**src/rtl/digit_entry_fsm_pkg.sv**
```systemverilog
// Shared definitions for the digit-entry controller.
//   state_t    : controller state (EMPTY / ENTRY / FULL), 2-bit encoding;
//                the fourth code is unused and is recovered from.
//   BLANK_CODE : default code for an unfilled slot (the decoder shows blank).
//   BCD_MAX    : largest digit value accepted on bcd_in.
//   state_for  : state implied by a given fill count.
package digit_entry_pkg;

  typedef enum logic [1:0] {
    ST_EMPTY = 2'd0,
    ST_ENTRY = 2'd1,
    ST_FULL  = 2'd2
  } state_t;

  localparam logic [3:0] BLANK_CODE = 4'hF;
  localparam logic [3:0] BCD_MAX    = 4'd9;

  function automatic state_t state_for(input int unsigned cnt, input int unsigned n);
    if (cnt == 0)
      return ST_EMPTY;
    else if (cnt >= n)
      return ST_FULL;
    else
      return ST_ENTRY;
  endfunction

endpackage

```
**src/rtl/digit_entry_fsm_if.sv**
```systemverilog
// Bundle of signals between the switch/button front end and the digit-entry
// controller.
//   bcd_in, enter, bksp, clr : from the debounced inputs (master drives)
//   digits, count, full      : registered slot bank and fill status
//   done, err                : one-cycle event pulses
//   state                    : controller state, exported for debug/checkers
//
// Press semantics: there is no valid/ready handshake. enter and bksp are level
// buttons; an operation is requested only on a 0->1 transition, sampled at
// clk. bcd_in is sampled on the same clock as the enter transition. clr is a
// level and acts on every cycle it is high. The controller never stalls.
interface digit_entry_if #(
  parameter int NUM_DIGITS = 4
) ();
  import digit_entry_pkg::*;

  logic [3:0]                        bcd_in;
  logic                              enter;
  logic                              bksp;
  logic                              clr;
  logic [4*NUM_DIGITS-1:0]           digits;
  logic [$clog2(NUM_DIGITS+1)-1:0]   count;
  logic                              full;
  logic                              done;
  logic                              err;
  state_t                            state;

  modport master (
    output bcd_in, enter, bksp, clr,
    input  digits, count, full, done, err, state
  );

  modport slave (
    input  bcd_in, enter, bksp, clr,
    output digits, count, full, done, err, state
  );

endinterface

```
**src/rtl/digit_entry_fsm_rise_detect.sv**
```systemverilog
// Rising-edge detector for a debounced level button.
//   clk, rst : clock and synchronous active-high reset
//   level    : button level
//   rise     : high for the cycle in which level is first seen high
// While rst is high the history register follows the live level, so it is 0
// for a released button, and a button held through reset reads as "already
// high" afterwards: it must be released and pressed again to produce a rise.
module rise_detect (
  input  logic clk,
  input  logic rst,
  input  logic level,
  output logic rise
);

  logic level_q;

  always_ff @(posedge clk) begin
    level_q <= level;
  end

  // Reset only masks the output; the history register keeps tracking.
  assign rise = level & ~level_q & ~rst;

endmodule

```
**src/rtl/digit_entry_fsm.sv**
```systemverilog
// Digit-entry controller: captures up to NUM_DIGITS BCD digits, one per enter
// press, into an ordered slot bank for the seven-segment display path.
// Supports backspace, clear, BCD validation, full/done signalling and a
// selectable policy for presses while full (WRAP=1 restart, WRAP=0 reject).
//   clk, rst : clock and synchronous active-high reset
//   bus      : digit_entry_if slave (inputs bcd_in/enter/bksp/clr; outputs
//              digits/count/full/done/err/state)
// Slot 0 (first entered) sits in the most significant nibble of digits.
module digit_entry_fsm
  import digit_entry_pkg::*;
#(
  parameter int         NUM_DIGITS = 4,
  parameter bit         WRAP       = 1'b1,
  parameter logic [3:0] BLANK      = BLANK_CODE
) (
  input  logic          clk,
  input  logic          rst,
  digit_entry_if.slave  bus
);

  localparam int CW = $clog2(NUM_DIGITS + 1);
  localparam logic [CW-1:0] N_C = CW'(NUM_DIGITS);

  logic enter_rise;
  logic bksp_rise;

  rise_detect u_enter_rise (.clk(clk), .rst(rst), .level(bus.enter), .rise(enter_rise));
  rise_detect u_bksp_rise  (.clk(clk), .rst(rst), .level(bus.bksp),  .rise(bksp_rise));

  state_t          state_q, state_d;
  logic [3:0]      slot_q [NUM_DIGITS];
  logic [3:0]      slot_d [NUM_DIGITS];
  logic [CW-1:0]   count_q, count_d;
  logic            done_q, done_d;
  logic            err_q, err_d;

  always_ff @(posedge clk) begin
    if (rst) begin
      state_q <= ST_EMPTY;
      count_q <= '0;
      done_q  <= 1'b0;
      err_q   <= 1'b0;
      for (int i = 0; i < NUM_DIGITS; i++) slot_q[i] <= BLANK;
    end else begin
      state_q <= state_d;
      count_q <= count_d;
      done_q  <= done_d;
      err_q   <= err_d;
      for (int i = 0; i < NUM_DIGITS; i++) slot_q[i] <= slot_d[i];
    end
  end

  // Priority: clr, then enter, then backspace. Lower-priority requests in the
  // same cycle are dropped without flagging an error.
  always_comb begin
    state_d = state_q;
    count_d = count_q;
    done_d  = 1'b0;
    err_d   = 1'b0;
    for (int i = 0; i < NUM_DIGITS; i++) slot_d[i] = slot_q[i];

    if (!(state_q inside {ST_EMPTY, ST_ENTRY, ST_FULL}) || bus.clr) begin
      // Unused encoding recovers the same way as a clear.
      state_d = ST_EMPTY;
      count_d = '0;
      for (int i = 0; i < NUM_DIGITS; i++) slot_d[i] = BLANK;
    end else if (enter_rise) begin
      if (bus.bcd_in > BCD_MAX) begin
        err_d = 1'b1;
      end else if (state_q != ST_FULL) begin
        for (int i = 0; i < NUM_DIGITS; i++)
          if (CW'(i) == count_q) slot_d[i] = bus.bcd_in;
        count_d = count_q + CW'(1);
        state_d = state_for(32'(count_d), NUM_DIGITS);
        done_d  = (count_d == N_C);
      end else if (WRAP) begin
        for (int i = 1; i < NUM_DIGITS; i++) slot_d[i] = BLANK;
        slot_d[0] = bus.bcd_in;
        count_d   = CW'(1);
        state_d   = state_for(1, NUM_DIGITS);
        done_d    = (NUM_DIGITS == 1);
      end else begin
        err_d = 1'b1;
      end
    end else if (bksp_rise) begin
      if (count_q != '0) begin
        for (int i = 0; i < NUM_DIGITS; i++)
          if (CW'(i) == count_q - CW'(1)) slot_d[i] = BLANK;
        count_d = count_q - CW'(1);
        state_d = state_for(32'(count_d), NUM_DIGITS);
      end else begin
        err_d = 1'b1;
      end
    end
  end

  always_comb begin
    bus.digits = '0;
    for (int k = 0; k < NUM_DIGITS; k++)
      bus.digits[4*(NUM_DIGITS-k)-1 -: 4] = slot_q[k];
  end

  assign bus.count = count_q;
  assign bus.full  = (state_q == ST_FULL);
  assign bus.done  = done_q;
  assign bus.err   = err_q;
  assign bus.state = state_q;

endmodule

```
**src/flat_wrapper.sv**
```systemverilog
// flat-port wrapper written by rule: the top's interface ports become plain ports
module digit_entry_fsm_flat import digit_entry_pkg::*;
#(
  parameter int         NUM_DIGITS = 4,
  parameter bit         WRAP       = 1'b1,
  parameter logic [3:0] BLANK      = BLANK_CODE
)
  (clk, rst, bus_bcd_in, bus_enter, bus_bksp, bus_clr, bus_digits, bus_count, bus_full, bus_done, bus_err, bus_state);
  digit_entry_if #(.NUM_DIGITS(NUM_DIGITS)) bus_i ();
  input  logic clk;
  input  logic rst;
  input wire logic [$bits(bus_i.bcd_in)-1:0] bus_bcd_in;
  input wire logic [$bits(bus_i.enter)-1:0] bus_enter;
  input wire logic [$bits(bus_i.bksp)-1:0] bus_bksp;
  input wire logic [$bits(bus_i.clr)-1:0] bus_clr;
  output wire logic [$bits(bus_i.digits)-1:0] bus_digits;
  output wire logic [$bits(bus_i.count)-1:0] bus_count;
  output wire logic [$bits(bus_i.full)-1:0] bus_full;
  output wire logic [$bits(bus_i.done)-1:0] bus_done;
  output wire logic [$bits(bus_i.err)-1:0] bus_err;
  output wire logic [$bits(bus_i.state)-1:0] bus_state;
  assign bus_i.bcd_in = bus_bcd_in;
  assign bus_i.enter = bus_enter;
  assign bus_i.bksp = bus_bksp;
  assign bus_i.clr = bus_clr;
  assign bus_digits = bus_i.digits;
  assign bus_count = bus_i.count;
  assign bus_full = bus_i.full;
  assign bus_done = bus_i.done;
  assign bus_err = bus_i.err;
  assign bus_state = bus_i.state;
  digit_entry_fsm #(.NUM_DIGITS(NUM_DIGITS), .WRAP(WRAP), .BLANK(BLANK)) u_core (.clk(clk), .rst(rst), .bus(bus_i));
endmodule
```
**config.mk**
```make
export PLATFORM = sky130hd
export DESIGN_NAME = digit_entry_fsm_flat
export DESIGN_NICKNAME = d
export VERILOG_FILES = /design/src/rtl/digit_entry_fsm_pkg.sv /design/src/rtl/digit_entry_fsm_if.sv /design/src/rtl/digit_entry_fsm_rise_detect.sv /design/src/rtl/digit_entry_fsm.sv /design/src/flat_wrapper.sv
export SDC_FILE = /design/constraint.sdc
export NUM_CORES = 1
export LEC_CHECK = 0
export CORE_MARGIN = 10
export CORE_UTILIZATION = 35
export CTS_CLUSTER_SIZE = 12
export DETAILED_ROUTE_END_ITERATION = 16
export MAX_ROUTING_LAYER = met4
export SYNTH_ARGS = -nofsm -noshare
export SYNTH_HDL_FRONTEND = slang
export SYNTH_SLANG_ARGS = --single-unit
```
**constraint.sdc**
```tcl
create_clock -name clk -period 4.45 [get_ports clk]
set_input_delay 0.89 -clock clk [delete_from_list [all_inputs] [get_ports clk]]
set_output_delay 0.89 -clock clk [all_outputs]
set_load 0.03 [all_outputs]
```
==> results of run 1 <==
-- registers in the layout, summed over array words and instances (netlist names) --
register and count:
u_core.u_enter_rise.level_q 1, u_core.slot_q 16, u_core.bus.done 1, u_core.u_bksp_rise.level_q 1, u_core.bus.count 3, u_core.bus.state 1
u_core.bus.err 1
-- logic make-up after synthesis --
logic type               Yosys count
multiplexers                      18
AO/OA/AOI/OAI                     23
adder cells (fa/ha/maj)            8
AND/OR/NAND/NOR                   49
flip-flops                        24
buffers and inverters             11
XOR/XNOR                           1
-- how the worst max path moves through the flow --
stage                                                  end  slack, ns
final                                             bus_full       1.58
after global routing                              bus_full       1.50
after CTS                                         bus_full       1.57
after detailed placement  u_core.slot_q[0][3]$_SDFFE_PP1P_       1.62
after global placement    u_core.bus.count[0]$_SDFFE_PP0P_       1.62
after floorplan           u_core.bus.count[1]$_SDFFE_PP0P_       2.36
-- cell type report --
class | count | area, um2 | share of cell area [%]
clock buffers | 4 | 55.1 | 3.28
inverters | 5 | 18.8 | 1.12
multi-input cells | 99 | 748 | 44.5
flip-flops and latches | 24 | 480 | 28.6
well taps | 46 | 57.6 | 3.43
repair buffers | 32 | 320 | 19.1
-- where the power goes --
part           switching [W]  internal [W]   total, W
clock network      0.0000687     0.0000789   0.000148
logic              0.0000201     0.0000147  0.0000349
registers         0.00000119      0.000216   0.000217
-- worst max-delay path: cells and delay by family, from the launching register on --
| family | cells | cell delay [ns] |
|---|---|---|
| and+or+nand+nor | 1 | 0.21 |
| DFF | 1 | 0.60 |
| buffers and inverters | 2 | 0.90 |
-- stage by stage --
step	area (um2)	utilization [%]	hold WS (ns)
final	1680	48.8	0.509
after detailed placement	1630	47.2	0.502
after floorplan	1280	-	0.625
after CTS	1680	48.8	0.516
after global placement	1630	47.2	0.495
after global routing	1680	48.8	0.537
-- placed cells by master (no fill, tap or decap) --
master | synthesis | routed
sky130_fd_sc_hd__clkdlybuf4s50_1 | 0 | 32
sky130_fd_sc_hd__dfxtp_1 | 24 | 24
sky130_fd_sc_hd__nor2_1 | 21 | 21
sky130_fd_sc_hd__mux2i_1 | 17 | 17
sky130_fd_sc_hd__nor3_1 | 8 | 8
sky130_fd_sc_hd__ha_1 | 8 | 8
sky130_fd_sc_hd__nand2b_1 | 5 | 5
sky130_fd_sc_hd__inv_1 | 5 | 5
sky130_fd_sc_hd__nand2_1 | 5 | 5
sky130_fd_sc_hd__a21oi_1 | 5 | 5
sky130_fd_sc_hd__clkbuf_8 | 0 | 4
sky130_fd_sc_hd__o211ai_1 | 3 | 3
sky130_fd_sc_hd__o21ai_0 | 3 | 3
sky130_fd_sc_hd__a221o_2 | 2 | 2
sky130_fd_sc_hd__nand3_1 | 2 | 2
sky130_fd_sc_hd__a211o_2 | 1 | 1
sky130_fd_sc_hd__nor3b_4 | 1 | 1
sky130_fd_sc_hd__o21ai_1 | 1 | 1
sky130_fd_sc_hd__nand2_2 | 1 | 1
sky130_fd_sc_hd__nor3_4 | 1 | 1
sky130_fd_sc_hd__and2_1 | 1 | 1
sky130_fd_sc_hd__or3b_1 | 1 | 1
sky130_fd_sc_hd__nor2_4 | 1 | 1
sky130_fd_sc_hd__a21o_2 | 1 | 1
sky130_fd_sc_hd__o211ai_2 | 1 | 1
sky130_fd_sc_hd__a221oi_4 | 1 | 1
sky130_fd_sc_hd__mux2_4 | 1 | 1
sky130_fd_sc_hd__o2111a_1 | 1 | 1
sky130_fd_sc_hd__nor3_2 | 1 | 1
sky130_fd_sc_hd__a21o_1 | 1 | 1
sky130_fd_sc_hd__nor4_1 | 1 | 1
sky130_fd_sc_hd__a211oi_1 | 1 | 1
sky130_fd_sc_hd__a2111oi_0 | 1 | 1
sky130_fd_sc_hd__xor2_1 | 1 | 1
sky130_fd_sc_hd__o2111ai_1 | 1 | 1
-- per-layer routing --
layer,vias up,global-route usage (%)
li1,534,-
met1,490,13.0
met2,21,15.8
met3,4,1.56
met4,0,4.75
met5,-,-
==> results.md, run 1 <==
- The worst register-to-register path ends at u_core.slot_q[1][1]$_SDFFE_PP1P_.
- The die is 80.6 um tall.
- The total die area is 0.00649 mm2.
- The worst setup path is launched from a flip-flop.
- Ranked by instance count, the synthesized netlist is headed by sky130_fd_sc_hd__dfxtp_1, sky130_fd_sc_hd__nor2_1, sky130_fd_sc_hd__mux2i_1, sky130_fd_sc_hd__ha_1, sky130_fd_sc_hd__nor3_1.
- After detailed routing, the number of remaining DRC violations is 0.
- The number of buffers added by the clock tree synthesis step is 3.
- By area, the combinational part of the netlist is dominated by simple AND/OR/NAND/NOR gates.
- The clock tree skew after final layout is 0.00290 ns.
- The number of antenna violations at the first check in global routing came to 0.
- Detailed routing placed a total of 125 um of wire on met3.
- For the finished layout, the period the worst path requires is 2.87 ns.
- For this run, the total global-route usage over all layers was measured as 10.4%.
- For this design the static power due to leakage is 0.672 nW.
- The final-report hold violation count is 0.
- The most numerous cell in the Yosys netlist is sky130_fd_sc_hd__dfxtp_1.
- The number of setup violations in the final report is 0.
- STA puts the critical path data required time at 3.56 ns.
- The critical path in this run is classified as flip-flop to output pin.
- Timing would allow up to 348 MHz.
- STA classifies the critical path endpoint as an output pin.
- The total inserted antenna cells is 0.
- In the synthesized netlist the dominant register cell turns out to be sky130_fd_sc_hd__dfxtp_1.
- The initial standard-cell utilization of the core is 37.3%.
- Once detail routing completed, the nets flagged for antenna violations numbered 0.
- In the post-synthesis netlist, the biggest area contributors are sky130_fd_sc_hd__dfxtp_1, sky130_fd_sc_hd__mux2i_1, sky130_fd_sc_hd__ha_1.
- The number of enable-type register cells in the synthesized netlist is 0.
- For the worst flop-to-flop path, the logic depth is 6.
- The max-slew violation total from the final report is 0.
- The highest signal layer in the routed design is met4.
- The via count of the first global-routing pass was 1076.
- The proportion of layout cells with a drive suffix above 1 is 9.76%.
- The detailed router put a total of 1410 um of wire on met1.
- After legalization and detailed placement, the total HPWL measured 2430 um.
- The clock latency on the worst-skew pair is 0.26 ns.
- The async set-reset flop share out of synthesis is 0%.
- The routability-driven placement congestion ratio is 0.904.
- The count of vias placed by the detailed router is 1049.
- The clock tree from TritonCTS is built.
- The count of pins on the block boundary is 33.
- The sink count of the clock tree is 24.
- Summed over all layers, the routed wires come to 3060 um.
- The wire length of the first global-routing pass is 5320 um.
- The XOR/XNOR share of the synthesized area is 0.682%.
- The synthesized instance count is 134.
- The layout has 326 filler cells.
- Summing every instance area after synthesis gives 0.00128 mm2.
- The area growth from synthesis to final layout is 30.8%.
- The slack of the worst reg-to-reg path is 2.39 ns.
- For this run, the number of Yosys warnings is 0.
- The number of cell rows is 21.
- The count of unique library cells instantiated by Yosys is 36.
- In the finished design, the share of the clock period the worst path needs comes to 64.5%.
- The number of gates resized after CTS is 0.
- Buffers added to address setup during post-CTS repair amount to 0.
- The path with the worst hold slack has its endpoint at u_core.bus.state[0]$_SDFFE_PP0P_.
- The region available for standard cell placement spans 0.00344 mm2.
- The signal on the critical path passes through nand2b_1 -> inv_1 -> clkdlybuf4s50_1.
- In this run the number of H-tree levels came out at 1.
- The cell depth of the worst min-delay path is 2.
- The power per unit of standard cell area is 238 mW/mm2.
- The tree is rooted in a sky130_fd_sc_hd__clkbuf_8.
- Prior to clock tree synthesis, the placed netlist has a worst setup slack of 1.62 ns.
- The actual transition at the worst max-transition pin is 0.453 ns.
- After Yosys synthesis, and, or, nand and nor cells account for 20.4% of the synthesized area.
- The first element of the critical path is u_core.bus.count[2]$_SDFFE_PP0P_.
- After the flow finishes, the layout carries non-filler instances totaling 210.
- The reg-to-reg startpoint is u_core.bus.count[0]$_SDFFE_PP0P_.
- After detailed routing, the average wire length per cell comes to 14.6 um.
- The post-layout worst setup margin is 1.58 ns.
- The largest driver fanout on the critical path is 11.
- The overall power is 0.000400 W.
- The number of synthesized register bits is 24.
- The total nets after synthesis is 151.
- Sequential elements use 37.4% of the synthesized area.
- The clock transition at the registers of the reported paths is 0.08 ns.
- The layout net count is 182.
- The run finished with clean final reports.
- Multiplexer cells account for 14.4% of the synthesized area.
- For this block, the initial DRC count from the detailed router was 46.
- In this run the tightest slew margin relative to its limit is 69.8%.
- Buffers inserted to repair hold after CTS numbered 0.
- The clock passes through at most 2 buffers.
- Entering global routing, the biggest net connects 27 pins.
- The synthesized netlist devotes 14.9% of its cell area to compound gates.
- Setup repair after global routing left no endpoint under its margin.
- The average size of a mapped cell is 9.59 um2.
- The x dimension of the die is 80.6 um.
- The pre-antenna-repair detailed-routing pass consisted of 4 iterations.
- The count of buffers added on input and output ports is 32.
- In this run the most critical hold path is launched from u_core.bus.state[0]$_SDFFE_PP0P_.
- The peak per-stage delay on the critical path is 0.70 ns.
- The aggregate global routing overflow is 0.
- After detailed routing, the number of vias per cell comes to 5.00.
- The share of the synthesized area in the top cell type is 37.4%.
- The worst endpoint data arrival time is 1.98 ns.
- Summed over all nets, wire length on met2 after detailed routing comes to 1470 um.
- IR analysis of the VDD net gives a maximum drop of 0.110 mV.
- Across the run, the number of max-cap violations was 0.
- The synthesized design spends more area on one cell type than any other, namely sky130_fd_sc_hd__dfxtp_1.
- The critical-path cell with the highest stage delay is sky130_fd_sc_hd__clkdlybuf4s50_1.
- In this run the worst hold path is classified as flip-flop to flip-flop.
- After Yosys synthesis, full adders, half adders and majority gates account for 7.79% of the synthesized area.
- In the final timing run, aggregate negative setup slack is 0 ns.
- The number of placed instances, taps included, is 206.
No activity file was read; power rests on OpenSTA's default activity.
==> run 2, diff against run 1 <==
clock period = 3 ns   (was 4.45 ns; I/O delays follow)
==> results.md, run 2 (same netlist as run 1, synthesis figures left out) <==
- Summing all placed instances gives a cell area of 0.00163 mm2.
- In this run the vertical extent of the chip is 80.6 um.
- Of all nets on the critical path, the largest fanout is 4.
- The library cell used as clock root buffer is sky130_fd_sc_hd__clkbuf_8.
- The total area inside the core boundary comes to 0.00344 mm2.
- Static timing analysis puts the maximum clock frequency at 432 MHz.
- The number of buffers inserted for hold repair after clock tree synthesis is 0.
- In this design, the stage delay of the slowest critical-path cell is 0.70 ns.
- In the final design database the tool counted 183 nets.
- Post-CTS repair changed the size of 0 cells.
- The flow ran to the end, and the final reports show no timing, DRC or antenna violations.
- The DRC marker count from the first detailed-route iteration is 79.
- The detailed router placed 1061 vias in this run.
- The pin count of the biggest net entering global routing is 27.
- The slowest stage of the critical path is the sky130_fd_sc_hd__clkdlybuf4s50_1 cell.
- Detailed placement ended at an HPWL of 2450 um.
- Counting cells, the worst reg-to-reg path comes to 6.
- At the pin with the least slew margin, the transition time is 0.453 ns.
- Summing all multi-input logic gate instances after layout gives 748 um2.
- The endpoint of the worst register-to-register path is u_core.slot_q[1][1]$_SDFFE_PP1P_.
- The via count of the first global-routing pass is 1063.
- The library cells used most frequently in the layout, excluding fill and tap cells, are sky130_fd_sc_hd__clkdlybuf4s50_1, sky130_fd_sc_hd__dfxtp_1, sky130_fd_sc_hd__nor2_1, sky130_fd_sc_hd__mux2i_1.
- The final critical-path required period is 2.31 ns.
- The register with the most flip-flops in the layout has 16 of them.
- Setup repair after global routing left no endpoint under its margin.
- With fillers left out, the area of the finished cells amounts to 0.00169 mm2.
- The number of antenna violations at the first check in global routing is 0.
- The register ranked first by flip-flop count is u_core.slot_q.
- The wire length of the first global-routing pass is 5300 um.
- The congestion estimate from routability-driven global placement came to 0.905.
- The clock tree skew after final layout is 0.00337 ns.
- Walking the worst path, the cells encountered are nand2b_1 -> inv_1 -> clkdlybuf4s50_1.
- Registers take 480 um2.
- The power per unit of standard cell area is 353 mW/mm2.
- The startpoint identified for the worst hold timing path is u_core.slot_q[3][2]$_SDFFE_PP1P_.
- The library cell used most frequently in the layout, excluding fill and tap cells, is sky130_fd_sc_hd__clkdlybuf4s50_1.
- The x dimension of the die is 80.6 um.
- The buffer levels on the longest clock path is 2.
- The aggregate negative setup slack is 0 ns.
- Across all register-to-register paths, the minimum setup slack is 0.92 ns.
- 0 antenna diodes ended up in the layout.
- The wire length per cell is 15.0 um.
- The worst register-to-register path begins at u_core.bus.count[0]$_SDFFE_PP0P_.
- The category of the worst setup path capture point is an output pin.
- The data required time at the worst endpoint is 2.40 ns.
- For this run, design rule violations remaining after detail routing come to 0.
- The number of input and output port buffers inserted is 32.
- Wires add up to 3180 um.
- The clock transition at the registers of the reported paths is 0.09 ns.
- TritonCTS built the clock tree.
- The layout has 340 filler cells.
- The number of max-cap violations is 0.
- The path category of the worst min-delay check is flip-flop to flip-flop.
- The final-report hold violation count is 0.
- The worst endpoint data arrival time is 1.71 ns.
- Cells with a size suffix above 1 make up 10.3% of the layout.
- The max-slew headroom at the worst pin is 69.8%.
- Clock tree synthesis inserted a total of 3 buffers.
- Across the VDD grid, the largest voltage drop is 0.182 mV.
- The number of cell rows is 21.
- The worst hold path passes through 2 cells.
- The max-slew violation total from the final report came to 0.
- The detailed-router iteration count before antenna repair is 4.
- The aggregate global routing overflow is 0.
- The worst setup path is of the flip-flop to output pin kind.
- The detail route stage leaves a number of antenna-violating nets equal to 0.
- The initial standard-cell utilization of the core is 37.3%.
- The die covers 0.00649 mm2.
- The critical path launch point type is a flip-flop.
- The post-CTS setup buffer count is 0.
- The mean number of vias per cell is 5.03.
- At the later pin of the worst-skew pair, clock insertion delay measures 0.26 ns.
- The leakage power is 0.677 nW.
- The final critical path takes up 77.2% of the cycle.
- The sink count of the clock tree is 24.
- The worst hold path endpoint is u_core.slot_q[3][2]$_SDFFE_PP1P_.
- The H-tree level count is 1.
- Setup violations remaining at the end of the flow were counted as 0.
- The count of pins on the block boundary is 33.
- Compared with the post-synthesis result, the final layout area differs by 31.4%.
- The total routing resource utilization after global routing is 10.4%.
==> run 2: cell count changes in the layout (fill, tap and decap cells not counted) <==
| cell | before | now |
|---|---|---|
| sky130_fd_sc_hd__buf_4 | 0 | 1 |
==> run 2: per-layer routing <==
| metal | GRT usage, % | share of wire [%] |
|---|---|---|
| met4 | 4.40 | 0.88 |
| met3 | 1.67 | 5.0 |
| met5 | - | 0 |
| met2 | 16.3 | 47 |
| met1 | 12.7 | 47 |
==> run 2: layout make-up <==
type / instances / share of cell area [%]
Timing Repair Buffer: 33 / 19.4
Clock buffer: 4 / 3.26
Tap cell: 46 / 3.41
Inverter: 5 / 1.11
Sequential cell: 24 / 28.5
Multi-Input combinational cell: 99 / 44.3
==> run 2: per-stage QoR <==
stage / hold slack (ns) / utilization, % / std cells / total power (W) / worst slack [ns]
after floorplan: 0.625 / - / 134 / 0.000361 / 0.956
after CTS: 0.524 / 49.0 / 211 / 0.000600 / 0.668
after global routing: 0.537 / 49.0 / 211 / 0.000621 / 0.564
after global placement: 0.497 / 47.4 / 207 / 0.000382 / 0.480
after detailed placement: 0.504 / 47.4 / 207 / 0.000382 / 0.448
final: 0.518 / 49.0 / 211 / 0.000596 / 0.685
==> run 2: worst max path at each step <==
stage / from / endpoint / cells after the start
floorplan: u_core.bus.count[0]$_SDFFE_PP0P_ / u_core.slot_q[2][0]$_SDFFE_PP1P_ / 6
global placement: rst / u_core.bus.count[0]$_SDFFE_PP0P_ / 5
detailed placement: rst / u_core.slot_q[0][1]$_SDFFE_PP1P_ / 5
CTS: u_core.bus.state[0]$_SDFFE_PP0P_ / bus_full / 3
global route: rst / u_core.bus.count[0]$_SDFFE_PP0P_ / 5
finish: u_core.bus.state[0]$_SDFFE_PP0P_ / bus_full / 3
==> run 2: report_power, final <==
part	total (W)	internal [W]	switching [W]
Clock	0.000222	0.000117	0.000105
Combinational	0.0000525	0.0000220	0.0000304
Sequential	0.000322	0.000320	0.00000147
Total	0.000596	0.000460	0.000136
==> run 2: worst max-delay path, delay by kind of cell, from the launching register on <==
family,cells,cell delay [ns]
buffers and inverters,2,0.89
DFF,1,0.35
and+or+nand+nor,1,0.21
==> run 3, diff against run 2 <==
clock period = 1.9 ns   (was 3 ns; I/O delays follow)
==> results.md, run 3 (same netlist as run 1, synthesis figures left out) <==
- The run finished with clean final reports.
- The reg-to-reg startpoint is u_core.bus.count[0]$_SDFFE_PP0P_.
- The max-slew headroom at the worst pin is 73.5%.
- The via count of the first global-routing pass is 1148.
- Setup repair after global routing left no endpoint under its margin.
- The tightest min-delay check is of the flip-flop to flip-flop type.
- The pin count of the biggest net entering global routing is 14.
- The number of antenna violations at the first check in global routing is 0.
- For this run, the slowest stage of the critical path takes 0.72 ns.
- The total inserted antenna cells is 0.
- Leaving out fill and tap cells, the most frequent cells in the layout are sky130_fd_sc_hd__clkdlybuf4s50_1, sky130_fd_sc_hd__buf_4, sky130_fd_sc_hd__nor2_1, sky130_fd_sc_hd__dfxtp_1, sky130_fd_sc_hd__mux2i_1.
- The routed layout has 1128 vias.
- Setup violations remaining at the end of the flow were counted as 0.
- In this run, CTS created clock tree buffers numbering 3.
- The wire length of the first global-routing pass is 5710 um.
- The register with the most flip-flops in the layout has 16 of them.
- The slack of the worst reg-to-reg path is 0.12 ns.
- The critical-path cell with the highest stage delay is sky130_fd_sc_hd__clkdlybuf4s50_1.
- Counting cells, the worst reg-to-reg path comes to 6.
- For hold timing, the worst endpoint is u_core.slot_q[2][2]$_SDFFE_PP1P_.
- Counting every sink on the clock net gives 24.
- Summing internal, switching and leakage power gives 0.000959 W.
- The data required time at the worst endpoint is 1.52 ns.
- The floorplan step defined a die boundary enclosing 0.00649 mm2.
- The worst hold path was traced through 2 stages.
- The height of the chip is 80.6 um.
- The combined buffer and inverter count along the critical path is 1.
- The buffer levels on the longest clock path is 2.
- Data arrives at the worst endpoint at 1.46 ns.
- The category of the worst setup path capture point is an output pin.
- The number of DRC violations after detailed routing is 0.
- The standard cell core area is 0.00344 mm2.
- 33 I/O pins were placed.
- The clock transition at the registers of the reported paths is 0.08 ns.
- The final critical-path required period is 1.84 ns.
- The number of buffers inserted for hold repair after clock tree synthesis is 0.
- In this run the core area contains 21 standard-cell rows.
- In this run, the number of DRC markers left after iteration 0 of detailed routing was 35.
- The layout net count is 207.
- The aggregate routed wire length is 3320 um.
- The startpoint of the worst hold path is u_core.slot_q[2][2]$_SDFFE_PP1P_.
- The worst setup path is launched from a flip-flop.
- The class of the most critical setup path is flip-flop to output pin.
- The max-slew violation total from the final report was 0.
- The power per unit of standard cell area is 510 mW/mm2.
- Once the floorplan was initialized, standard cells occupied 37.3% of the core.
- The peak supply drop is 0.389 mV.
- The maximum clock frequency is 543 MHz.
- In the post-route analysis, the smallest setup slack over all paths is 0.0583 ns.
- The tree is rooted in a sky130_fd_sc_hd__clkbuf_8.
- The aggregate global routing overflow is 0.
- The leakage power is 0.797 nW.
- The first TritonRoute pass finished after 4 iterations.
- The H-tree level count is 1.
- In this run the horizontal extent of the chip is 80.6 um.
- The routability-driven placement congestion ratio is 0.852.
- The number of input and output port buffers inserted is 32.
- Leaving out fill and tap cells, the most frequent cell in the layout is sky130_fd_sc_hd__clkdlybuf4s50_1.
- The register ranked first by flip-flop count is u_core.slot_q.
- The endpoint of the worst register-to-register path is u_core.slot_q[0][2]$_SDFFE_PP1P_.
- The family of cells with the greatest summed delay on the critical path is buffers and inverters.
- For the pin with the worst max-slew slack, the measured transition is 0.398 ns.
- The filler cell count is 329.
- Traced cell by cell, the critical path runs through clkdlybuf4s50_1.
- The clock latency on the worst-skew pair is 0.26 ns.
- With fillers left out, the area of the finished cells amounts to 0.00188 mm2.
- TritonCTS built the clock tree.
- The number of nets still failing antenna checks after routing is 0.
- The mean number of vias per cell is 4.80.
- Dividing the detail-routed wire length by the instance count gives 14.1 um.
- After detailed placement, the total cell area comes to 0.00181 mm2.
- The setup slack after placement is -0.195 ns.
- The proportion of layout cells with a drive suffix above 1 is 25.9%.
- The filler-free cell count of the finished design is 235.
- The number of cells on the critical path is 1.
- The final-report hold violation count was 0.
- From synthesis to final layout, the design area changed by 46.4%.
- Hold timing on the final database bottoms out at a slack of 0.517 ns.
- The number of max-cap violations is 0.
- Along the worst path, the maximum fanout reaches 11.
- The share of the clock period used by the worst path is 96.9%.
- Global routing consumed, over all layers together, 11.0% of the routing resources.
- Once placement completed, the tool counted placed cells totaling 230.
- The total half-perimeter wirelength after legalization and detailed placement is 2730 um.
- The clock tree skew after final layout is 0.00190 ns.
run 3: changes by cell type in the layout (fill, tap and decap cells not counted):
cell / delta
sky130_fd_sc_hd__buf_4: +25
sky130_fd_sc_hd__dfxtp_1: -3
sky130_fd_sc_hd__dfxtp_2: +3
sky130_fd_sc_hd__ha_1: -2
sky130_fd_sc_hd__ha_2: +2
sky130_fd_sc_hd__a2111oi_0: -1
sky130_fd_sc_hd__a2111oi_2: +1
sky130_fd_sc_hd__and2_1: -1
sky130_fd_sc_hd__and2_2: +1
sky130_fd_sc_hd__clkdlybuf4s50_1: -1
run 3: per-layer routing:
| metal | part of all wire, % | routed length, um | vias to the layer above | GRT usage (%) |
|---|---|---|---|---|
| li1 | - | - | 585 | - |
| met1 | 46 | 1520 | 520 | 13.3 |
| met2 | 47 | 1570 | 21 | 17.8 |
| met3 | 6.5 | 214 | 2 | 3.79 |
| met4 | 0.24 | 8 | 0 | 1.06 |
| met5 | 0 | 0 | - | - |
run 3: final cells by class:
class,instances,area [um2],area share (%)
multi-input cells,99,761,40.4
repair buffers,57,505,26.9
flip-flops and latches,24,484,25.7
well taps,46,57.6,3.06
clock buffers,4,55.1,2.93
inverters,5,18.8,0.997
run 3: stage by stage:
stage | setup TNS (ns) | util [%]
after floorplan | 0 | -
after CTS | 0 | 54.1
after global routing | 0 | 54.7
final | 0 | 54.7
after detailed placement | -2.71 | 52.5
after global placement | -2.49 | 52.5
run 3: power by group:
part           internal, W  switching [W]  total, W
Combinational    0.0000557      0.0000535  0.000109
Sequential        0.000506     0.00000246  0.000508
Clock             0.000185       0.000157  0.000342
Total             0.000746       0.000213  0.000959
run 3: how the worst max path moves through the flow:
stage | start | endpoint
CTS | u_core.bus.count[2]$_SDFFE_PP0P_ | bus_count[2]
global placement | bus_enter | u_core.bus.count[0]$_SDFFE_PP0P_
floorplan | u_core.bus.count[2]$_SDFFE_PP0P_ | u_core.slot_q[1][0]$_SDFFE_PP1P_
global route | u_core.bus.count[2]$_SDFFE_PP0P_ | bus_count[2]
detailed placement | bus_enter | u_core.bus.count[0]$_SDFFE_PP0P_
finish | u_core.bus.count[2]$_SDFFE_PP0P_ | bus_count[2]
run 3: what timing repair did:
action                     4_1_cts  5_1_grt
setup endpoints to repair        2        6
pin swaps                        0        2
resized for setup                1        5
buffers inserted                 0        1
run 3: worst reg2reg max path, delay by kind of cell (launching register included):
| kind | cells | cell delay, ns |
|---|---|---|
| AOI/OAI and AO/OA | 2 | 0.53 |
| adders and majority gates | 1 | 0.25 |
| buffers and inverters | 1 | 0.15 |
| DFF | 1 | 0.33 |
| muxes | 1 | 0.25 |
| and+or+nand+nor | 1 | 0.21 |
